**src/rtl/alu_exec_seq.sv**
```systemverilog
// rtl/alu_exec_seq.sv - EX-stage ALU with valid/ready handshake and bit-serial divider
// Optional RV32M support (MUL/MULH*/DIV*/REM*) is compiled in when MEXT_EN is defined.
module alu_exec_seq #(
  parameter int XLEN = 32
) (
  input  logic            clk,
  input  logic            rst_n,
  input  logic            Flush,
  input  logic            InValid,
  output logic            InReady,
  input  logic [1:0]      AluOp,
  input  logic [2:0]      Fn3,
  input  logic            Fn7b5,
  input  logic            Fn7b0,
  input  logic            LastBit,
  input  logic [XLEN-1:0] OpA,
  input  logic [XLEN-1:0] OpB,
  output logic            OutValid,
  input  logic            OutReady,
  output logic [XLEN-1:0] Result,
  output logic            Zero
);
  localparam int SHW = $clog2(XLEN);

  typedef enum logic [1:0] {S_IDLE, S_DONE, S_DIV, S_FIX} state_t;

  state_t                 state_q, state_d;
  logic [XLEN-1:0]        result_q, result_d;
  logic [SHW-1:0]         cnt_q, cnt_d;
  logic                   accept;
  logic                   f7b5_eff;
  logic [SHW-1:0]         shamt;
  logic signed [XLEN-1:0] sra_res;
  logic [XLEN-1:0]        base_res;
  logic [XLEN-1:0]        alu_res;

  // Immediate forms carry imm bits in funct7, so only SRAI keeps bit 5.
  assign f7b5_eff = Fn7b5 & (~LastBit | (Fn3 == 3'b101));
  assign shamt    = OpB[SHW-1:0];
  assign sra_res  = $signed(OpA) >>> shamt;

  assign InReady  = (state_q == S_IDLE) | ((state_q == S_DONE) & OutReady);
  assign accept   = InValid & InReady & ~Flush;
  assign OutValid = (state_q == S_DONE);
  assign Result   = result_q;
  assign Zero     = (result_q == '0);

`ifdef MEXT_EN
  logic [2*XLEN-1:0] mul_a, mul_b, prod;
  logic              m_sel, div_sel, div_signed, div_by_zero, div_ovf;
  logic [XLEN-1:0]   mul_res, abs_a, abs_b, short_res, min_val;
  logic [XLEN-1:0]   quo_q, quo_d, rem_q, rem_d, dvs_q, dvs_d;
  logic              neg_q_q, neg_q_d, neg_r_q, neg_r_d, is_rem_q, is_rem_d;
  logic [XLEN:0]     rem_sh;
  logic [XLEN-1:0]   quo_fix, rem_fix;

  assign m_sel      = Fn7b0 & ~LastBit & (AluOp == 2'b10);
  assign div_sel    = m_sel & Fn3[2];
  // Single 2*XLEN multiplier; operand extension selects signed/unsigned halves.
  assign mul_a      = (Fn3[1:0] == 2'b11) ? {{XLEN{1'b0}}, OpA} : {{XLEN{OpA[XLEN-1]}}, OpA};
  assign mul_b      = Fn3[1] ? {{XLEN{1'b0}}, OpB} : {{XLEN{OpB[XLEN-1]}}, OpB};
  assign prod       = mul_a * mul_b;
  assign mul_res    = (Fn3[1:0] == 2'b00) ? prod[XLEN-1:0] : prod[2*XLEN-1:XLEN];

  assign div_signed = ~Fn3[0];
  assign abs_a      = (div_signed & OpA[XLEN-1]) ? -OpA : OpA;
  assign abs_b      = (div_signed & OpB[XLEN-1]) ? -OpB : OpB;
  assign min_val    = {1'b1, {(XLEN-1){1'b0}}};
  assign div_by_zero = (OpB == '0);
  assign div_ovf    = div_signed & (OpA == min_val) & (OpB == '1);
  assign short_res  = div_by_zero ? (Fn3[1] ? OpA : '1) : (Fn3[1] ? '0 : OpA);

  assign rem_sh     = {rem_q, quo_q[XLEN-1]};
  assign quo_fix    = neg_q_q ? -quo_q : quo_q;
  assign rem_fix    = neg_r_q ? -rem_q : rem_q;
`else
  logic unused_fn7b0;
  assign unused_fn7b0 = Fn7b0;
`endif

  always_comb begin
    base_res = '0;
    case (Fn3)
      3'b000:  base_res = f7b5_eff ? OpA - OpB : OpA + OpB;
      3'b001:  base_res = OpA << shamt;
      3'b010:  base_res = {{(XLEN-1){1'b0}}, $signed(OpA) < $signed(OpB)};
      3'b011:  base_res = {{(XLEN-1){1'b0}}, OpA < OpB};
      3'b100:  base_res = OpA ^ OpB;
      3'b101:  base_res = f7b5_eff ? sra_res : OpA >> shamt;
      3'b110:  base_res = OpA | OpB;
      default: base_res = OpA & OpB;
    endcase
  end

  always_comb begin
    alu_res = '0;
    case (AluOp)
      2'b00:   alu_res = OpA + OpB;
      2'b01:   alu_res = OpA - OpB;
      2'b11:   alu_res = OpB;
      default: alu_res = base_res;
    endcase
`ifdef MEXT_EN
    if (m_sel) alu_res = Fn3[2] ? short_res : mul_res;
`endif
  end

  always_comb begin
    state_d  = state_q;
    result_d = result_q;
    cnt_d    = cnt_q;
`ifdef MEXT_EN
    quo_d    = quo_q;
    rem_d    = rem_q;
    dvs_d    = dvs_q;
    neg_q_d  = neg_q_q;
    neg_r_d  = neg_r_q;
    is_rem_d = is_rem_q;
`endif
    if (Flush) begin
      state_d = S_IDLE;
      cnt_d   = '0;
    end else begin
      case (state_q)
        S_DONE: if (OutReady) state_d = S_IDLE;
`ifdef MEXT_EN
        S_DIV: begin
          // Restoring division, one quotient bit per cycle, MSB first.
          if (rem_sh >= {1'b0, dvs_q}) begin
            rem_d = rem_sh[XLEN-1:0] - dvs_q;
            quo_d = {quo_q[XLEN-2:0], 1'b1};
          end else begin
            rem_d = rem_sh[XLEN-1:0];
            quo_d = {quo_q[XLEN-2:0], 1'b0};
          end
          cnt_d = cnt_q + SHW'(1);
          if (&cnt_q) state_d = S_FIX;
        end
        S_FIX: begin
          result_d = is_rem_q ? rem_fix : quo_fix;
          state_d  = S_DONE;
        end
`endif
        default: ;
      endcase

      if (accept) begin
        state_d  = S_DONE;
        result_d = alu_res;
        cnt_d    = '0;
`ifdef MEXT_EN
        if (div_sel & ~div_by_zero & ~div_ovf) begin
          state_d  = S_DIV;
          result_d = result_q;
          quo_d    = abs_a;
          rem_d    = '0;
          dvs_d    = abs_b;
          neg_q_d  = div_signed & (OpA[XLEN-1] ^ OpB[XLEN-1]);
          neg_r_d  = div_signed & OpA[XLEN-1];
          is_rem_d = Fn3[1];
        end
`endif
      end
    end
  end

  always_ff @(posedge clk or negedge rst_n) begin
    if (!rst_n) begin
      state_q  <= S_IDLE;
      result_q <= '0;
      cnt_q    <= '0;
    end else begin
      state_q  <= state_d;
      result_q <= result_d;
      cnt_q    <= cnt_d;
    end
  end

`ifdef MEXT_EN
  always_ff @(posedge clk or negedge rst_n) begin
    if (!rst_n) begin
      quo_q    <= '0;
      rem_q    <= '0;
      dvs_q    <= '0;
      neg_q_q  <= 1'b0;
      neg_r_q  <= 1'b0;
      is_rem_q <= 1'b0;
    end else begin
      quo_q    <= quo_d;
      rem_q    <= rem_d;
      dvs_q    <= dvs_d;
      neg_q_q  <= neg_q_d;
      neg_r_q  <= neg_r_d;
      is_rem_q <= is_rem_d;
    end
  end
`endif

endmodule

```
**config.mk**
```make
export PLATFORM = sky130hd
export DESIGN_NAME = alu_exec_seq
export DESIGN_NICKNAME = d
export VERILOG_FILES = /design/src/rtl/alu_exec_seq.sv
export SDC_FILE = /design/constraint.sdc
export NUM_CORES = 1
export LEC_CHECK = 0
export ABC_CLOCK_PERIOD_IN_PS = 4480
export BUFFER_PORTS_ARGS = -buffer_cell sky130_fd_sc_hd__buf_2
export CAP_MARGIN = 20
export CORE_MARGIN = 8
export CORE_UTILIZATION = 44
export DETAILED_ROUTE_END_ITERATION = 12
export PLACE_DENSITY = 0.7
export SLEW_MARGIN = 20
export SYNTH_ARGS = -nofsm -noshare
export SYNTH_HDL_FRONTEND = slang
export SYNTH_SLANG_ARGS = --single-unit
```
**constraint.sdc**
```tcl
create_clock -name clk -period 4.48 [get_ports clk]
set_input_delay 0 -clock clk [delete_from_list [all_inputs] [get_ports clk]]
set_output_delay 0 -clock clk [all_outputs]
set_load 0.05 [all_outputs]
```
==> results of run 1 <==
[critical path, delay by kind of cell]
family	cells	cell delay, ns
fa+ha+maj	2	0.63
simple gates	2	0.34
buf+inv	2	0.19
compound gates	8	2.44
[through the flow]
stage	std cells	utilization	area [um^2]	power (mW)	hold slack [ns]
floorplan	1526	-	10700	1.64	-0.296
global placement	1889	0.478	11500	2.17	0.118
detailed placement	1889	0.478	11500	2.18	0.128
CTS	1900	0.485	11700	2.54	0.0576
global route	1900	0.485	11700	2.72	0.0870
finish	1900	0.485	11700	2.59	0.0629
[routing by layer]
metal / vias up / global-route usage
met2: 949 / 0.496
met1: 6197 / 0.473
met5: - / 0
li1: 5737 / -
met4: 0 / 0.102
met3: 108 / 0.0434
[cell usage in the layout (no fill, tap or decap), types with 5 or more instances in the layout]
cell,count
nand2b_1,5
ha_1,97
xnor2_1,51
buf_4,50
a21oi_1,191
a211oi_1,26
dfrtp_1,33
nor4_1,12
nor2_1,174
and3_1,7
a31oi_1,24
o21ai_0,119
o31ai_1,8
nand4_1,11
nand2_1,131
o31a_1,5
clkbuf_16,5
o21bai_1,8
nor2b_1,11
o311ai_0,6
buf_2,109
or3_1,5
and2_1,9
mux4_2,39
o221ai_1,18
inv_1,103
a221o_1,6
a21o_1,19
a21boi_0,5
o211ai_1,22
mux2i_1,58
o22ai_1,12
a22oi_1,18
nand3_1,26
a221oi_1,15
nor3_1,31
mux2_2,7
[final cells by class]
| type | instances | area, um^2 |
|---|---|---|
| fillers | 2542 | 12400 |
| clock buffers | 6 | 129 |
| multi-input cells | 1267 | 8980 |
| inverters | 106 | 398 |
| flip-flops and latches | 33 | 826 |
| clock inverters | 2 | 10.0 |
| well taps | 324 | 405 |
| repair buffers | 162 | 951 |
[sequential cells by signal, indices dropped and copies added, names as in the netlist]
name,cells
Result,32
state_q,1
[worst paths after layout]
kind | slack [ns] | endpoint
setup / recovery | 1.0 | Result[22]$_DFFE_PN0P_
hold / removal | 0.06 | Result[10]$_DFFE_PN0P_
setup reg to reg | 1.86 | Result[20]$_DFFE_PN0P_
hold reg to reg | 0.51 | Result[3]$_DFFE_PN0P_
max in group asynchronous | 3.63 | Result[26]$_DFFE_PN0P_
min in group asynchronous | 0.34 | Result[10]$_DFFE_PN0P_
[power groups by stage]
stage | Clock, mW | Combinational [mW] | Sequential [mW]
5_1_grt | 0.364 | 1.93 | 0.429
4_1_cts | 0.354 | 1.77 | 0.418
6_report | 0.352 | 1.82 | 0.419
2_1_floorplan | 0 | 1.02 | 0.625
3_5_place_dp | 0 | 1.76 | 0.423
3_3_place_gp | 0 | 1.75 | 0.419
[logic make-up after synthesis]
group           after synthesis
compound gates              575
simple gates                437
buf+inv                     226
mux                         104
fa+ha+maj                    99
xor+xnor                     52
flops                        33
[repair_timing]
action,in CTS,in global routing
hold buffers,3,0
buffers inserted,0,0
hold endpoints to repair,34,0
setup endpoints to repair,0,0
==> impl_metrics.env, run 1 <==
export IMPL_htree_levels=2
export IMPL_synth_adder_area_share=0.117
export IMPL_yosysMostFrequentCell="a21oi_1"
export IMPL_finalNetCount=1751
export IMPL_core_um2=24100
export IMPL_clockBufferDepth=2
export IMPL_rsz0062_at_grt="false"
export IMPL_n_antenna_cell=0
export IMPL_ys_seq_area_frac=0.0772
export IMPL_drive_gt1_frac=0.159
export IMPL_p_switching_mw=1.43
export IMPL_end_kind="flop"
export IMPL_ys_async_sr_fraction=1.00
export IMPL_place_gp_congestion=1.06
export IMPL_swShare=0.554
export IMPL_timing_rr_start="state_q[0]$_DFFE_PN0P_"
export IMPL_synth_simple_area_share=0.181
export IMPL_fin_ws_ns=0.999
export IMPL_grt_max_degree=83
export IMPL_ios=112
export IMPL_synth_area_um2=10700
export IMPL_fin_crit_ns=3.48
export IMPL_design_die_area_um2=29600
export IMPL_synthTopCellsByArea="ha_1 11%, a21oi_1 8.9%, mux4_2 8.2%, dfrtp_1 7.7%, nor2_1 6.1%"
export IMPL_p_int_mw=1.16
export IMPL_setup_violations=0
export IMPL_slew_headroom=0.301
export IMPL_cpPeakStageDelay_ns=0.52
export IMPL_drtIter0Drc=1986
export IMPL_start_kind="input port"
export IMPL_p_comb_frac=0.702
export IMPL_syn_inst=1526
export IMPL_cp_cell_sequence="buf_2 > ha_1 > inv_1 > fa_1 > nand2b_1 > a2111oi_2 > o311ai_1 > a211o_1 > a21oi_1 > nor2b_2 > o21ai_0 > o221ai_1 > a221oi_1 > o21ai_0"
export IMPL_top_layer="met4"
export IMPL_portBuffers=110
export IMPL_synth_compound_area_frac=0.354
export IMPL_grt_pass1_vias=12000
export IMPL_status="complete, no violations"
export IMPL_die_x_um=172
export IMPL_syn_to_final_growth_pct=9.37
export IMPL_ys_types=93
export IMPL_holdCritPathClass="in -> reg"
export IMPL_worstRegToRegCells=6
export IMPL_worst_path_max_fanout=5
export IMPL_avgSynthCellArea_um2=7.01
export IMPL_cp_arrival_ns=3.63
export IMPL_wl_met3_um=6070
export IMPL_synth_xor_area_frac=0.0426
export IMPL_routed_wl_um=49700
export IMPL_cap_violations=0
export IMPL_mappedNetlistNets=1702
export IMPL_clock_latency_ns=0.28
export IMPL_synth_top_family_by_area="compound AO/OA/AOI/OAI gates"
export IMPL_antenna_found_initial=1
export IMPL_skew_ns=0.00527
export IMPL_synth_edf_count=0
export IMPL_wl_met1_um=20600
export IMPL_route_detailed_drc=0
export IMPL_die_height_um=172
export IMPL_first_pass_iters=6
export IMPL_clock_sinks=33
export IMPL_drt_vias_per_instance=6.84
export IMPL_synth_area_mux_share=0.144
export IMPL_start_util=0.444
export IMPL_track_usage=0.327
export IMPL_min_from="OpB[10]"
export IMPL_ant_nets=0
export IMPL_clk_root_buffer_cell="clkbuf_16"
export IMPL_wl_met2_um=21200
export IMPL_post_drt_wl_per_cell_um=26.1
export IMPL_rows=57
export IMPL_hold_viol_final=0
export IMPL_place_ws_ns=0.790
export IMPL_vdd_drop_max_mv=0.174
export IMPL_ys_warn_count=0
export IMPL_ys_flop_type="dfrtp_1"
export IMPL_synthTopCellsByCount="191 x a21oi_1, 174 x nor2_1, 131 x nand2_1"
export IMPL_overflow=0
export IMPL_tns_ns=0
export IMPL_cts_buffers_inserted=5
export IMPL_startpoint="OpA[0]"
export IMPL_cp_data_required_time_ns=4.62
export IMPL_p_leak_nw=5.01
export IMPL_clockPowerShare=0.136
export IMPL_synth_top_area_cell="ha_1"
export IMPL_drv_slew=0
export IMPL_min_delay_path_depth=3
export IMPL_cts_resized=0
export IMPL_post_route_period_util=0.777
export IMPL_vias=13000
export IMPL_worst_path_most_repeated_cell="o21ai_0"
export IMPL_timing_fmax_mhz=287
export IMPL_worstMarginPinSlew_ns=1.05
export IMPL_criticalPathCategory="in -> reg"
export IMPL_power_density_nw_per_um2=221
export IMPL_cts_tree="done"
export IMPL_grt_pass1_wl_um=74100
export IMPL_yosysTopAreaCellShare=0.113
export IMPL_synth_seq_cells=33
export IMPL_clkTransAtPathRegs_ns=0.06
export IMPL_critical_path_slowest_cell="a2111oi_2"
export IMPL_seqPwrFrac=0.162
export IMPL_place_hpwl_um=38600
No activity file was read; power rests on OpenSTA's default activity.
==> run 2, diff against run 1 <==
ABC_CLOCK_PERIOD_IN_PS = 2900   (was 4480)
PLACE_DENSITY = 0.72   (was 0.7)
clock period = 2.9 ns   (was 4.48 ns; I/O delays follow)
==> run 2 against run 1 <==
Compared with the run above:
- utilization is 11 points higher
- global-route usage rose by 6.0 points
- design area increased by 22%
- critical path depth increased by 2
- via count rose by 9.7%
- sequential power up 57%
- clock-buffer cell count unchanged
- final cell count rose by 16%
- routed wire length rose by 17%
- largest power group unchanged
- highest routed layer is now met5
==> impl_metrics.env, run 2 (synthesis results as in run 1) <==
export IMPL_status="complete, no violations"
export IMPL_post_drt_wl_per_cell_um=26.4
export IMPL_grt_pass1_wl_um=86100
export IMPL_drt_vias_per_instance=6.48
export IMPL_clkTransAtPathRegs_ns=0.07
export IMPL_r2r_setup_slack_ns=0.93
export IMPL_die_x_um=172
export IMPL_cap_violations=0
export IMPL_routed_wl_um=58000
export IMPL_critical_path_slowest_cell="a2111oi_4"
export IMPL_start_util=0.444
export IMPL_finalNetCount=2049
export IMPL_vdd_drop_max_mv=0.228
export IMPL_grt_max_degree=83
export IMPL_power_density_nw_per_um2=329
export IMPL_rsz0062_at_grt="true"
export IMPL_overflow=0
export IMPL_grt_pass1_vias=13800
export IMPL_r2r_end="Result[0]$_DFFE_PN0P_"
export IMPL_drive_gt1_frac=0.309
export IMPL_clock_sinks=33
export IMPL_cp_cell_sequence="buf_6 > buf_6 > ha_4 > inv_2 > fa_2 > nand2b_4 > a2111oi_4 > o311ai_2 > a211o_1 > a21oi_4 > nor2b_4 > o31ai_4 > mux2i_1 > xnor2_1 > a22oi_1 > a31oi_1"
export IMPL_first_pass_iters=6
export IMPL_ant_nets=0
export IMPL_final_common_cell="buf_4"
export IMPL_largest_reg_flops=32
export IMPL_hold_viol_final=0
export IMPL_whs_endpoint="Result[30]$_DFFE_PN0P_"
export IMPL_timing_fmax_mhz=348
export IMPL_cp_data_required_time_ns=3.06
export IMPL_drv_slew=0
export IMPL_cts_buffers_inserted=5
export IMPL_setup_violations=0
export IMPL_power_mw=4.69
export IMPL_slew_headroom=0.385
export IMPL_vias=14300
export IMPL_layout_common_cells="339 x buf_4, 186 x a21oi_1, 174 x nor2_1, 131 x nand2_1, 118 x o21ai_0"
export IMPL_clock_latency_ns=0.30
export IMPL_end_kind="flop"
export IMPL_portBuffers=110
export IMPL_route_detailed_drc=0
export IMPL_worst_path_max_fanout=4
export IMPL_clk_root_buffer_cell="clkbuf_16"
export IMPL_skew_ns=0.00495
export IMPL_htree_levels=2
export IMPL_criticalPathCategory="in -> reg"
export IMPL_cts_tree="done"
export IMPL_design_die_area_um2=29600
export IMPL_n_antenna_cell=0
export IMPL_fill_cells=2430
export IMPL_ios=112
export IMPL_holdCritPathClass="in -> reg"
export IMPL_timing_rr_start="state_q[0]$_DFFE_PN0P_"
export IMPL_core_um2=24100
export IMPL_worstRegToRegCells=8
export IMPL_die_height_um=172
export IMPL_worstMarginPinSlew_ns=0.922
export IMPL_p_leak_nw=6.52
export IMPL_min_delay_path_depth=3
export IMPL_holdWs_ns=0.0819
export IMPL_cp_arrival_ns=3.03
export IMPL_worst_path_most_repeated_cell="buf_6"
export IMPL_antenna_found_initial=2
export IMPL_clockBufferDepth=2
export IMPL_track_usage=0.388
export IMPL_syn_to_final_growth_pct=33.3
export IMPL_post_route_period_util=0.991
export IMPL_fin_crit_ns=2.87
export IMPL_drtIter0Drc=2024
export IMPL_rows=57
export IMPL_place_hpwl_um=46500
export IMPL_place_gp_congestion=1.06
export IMPL_cpPeakStageDelay_ns=0.42
export IMPL_min_from="OpB[30]"
export IMPL_start_kind="input port"
[run 2: cell count changes in the layout (fill, tap and decap cells not counted), moves of 3 or more]
cell     change
a21oi_1      -5
a21oi_4      +3
buf_12       +6
buf_4      +289
buf_6        +4
ha_1         -3
ha_4         +3
inv_1        -4
inv_2        +3
[run 2: cell type report]
class	instances	area (um^2)	area share
sequential	33	826	0.0579
timing repair buffer	460	3280	0.230
inverter	106	403	0.0282
multi-input combinational	1267	9210	0.646
tap	324	405	0.0284
clock buffer	6	129	0.00904
clock inverter	2	10.0	0.000702
[run 2: critical path, delay by kind of cell]
family | cells | cell delay (ns)
mux | 1 | 0.12
fa+ha+maj | 2 | 0.52
compound gates | 7 | 1.77
xor+xnor | 1 | 0.15
simple gates | 2 | 0.26
buf+inv | 3 | 0.21
[run 2: per-layer routing]
layer / vias up / track usage / wire (um)
li1: 6339 / - / -
met1: 6772 / 0.506 / 23200
met2: 943 / 0.603 / 25400
met3: 198 / 0.0594 / 5420
met4: 2 / 0.221 / 3980
met5: - / 0 / 11
[run 2: what timing repair did]
item                                    CTS  global route
setup buffers                             0             4
pin swaps                                 0            18
gates resized for setup                   1            19
hold endpoints to repair                 34             0
endpoints found under the setup margin    2            13
hold buffers                              3             0
[run 2: metrics by stage]
| stage | TNS [ns] | worst slack [ns] | utilization | cell area, um^2 | std cells |
|---|---|---|---|---|---|
| 4_1_cts | 0 | 0.0476 | 0.587 | 14100 | 2194 |
| 3_3_place_gp | -2.37 | -0.289 | 0.579 | 14000 | 2183 |
| 5_1_grt | -0.502 | -0.131 | 0.592 | 14300 | 2198 |
| 2_1_floorplan | -0.226 | -0.0577 | - | 10900 | 1526 |
| 6_report | 0 | 0.0271 | 0.592 | 14300 | 2198 |
| 3_5_place_dp | -2.96 | -0.296 | 0.579 | 14000 | 2183 |
[run 2: how the worst max path moves through the flow]
| stage | startpoint | endpoint | slack, ns | depth (start not counted) |
|---|---|---|---|---|
| global placement | OpA[0] | Result[0]$_DFFE_PN0P_ | -0.29 | 15 |
| CTS | OpA[0] | Result[0]$_DFFE_PN0P_ | 0.05 | 15 |
| floorplan | OpB[2] | Result[0]$_DFFE_PN0P_ | -0.06 | 17 |
| finish | OpB[0] | Result[24]$_DFFE_PN0P_ | 0.03 | 16 |
| detailed placement | OpA[0] | Result[0]$_DFFE_PN0P_ | -0.30 | 15 |
| global route | OpB[0] | Result[24]$_DFFE_PN0P_ | -0.13 | 16 |
[run 2: power breakdown]
part	switching (mW)	total [mW]	internal, mW
Combinational	2.11	3.46	1.36
Sequential	0.102	0.657	0.555
Clock	0.251	0.568	0.317
Total	2.46	4.69	2.23
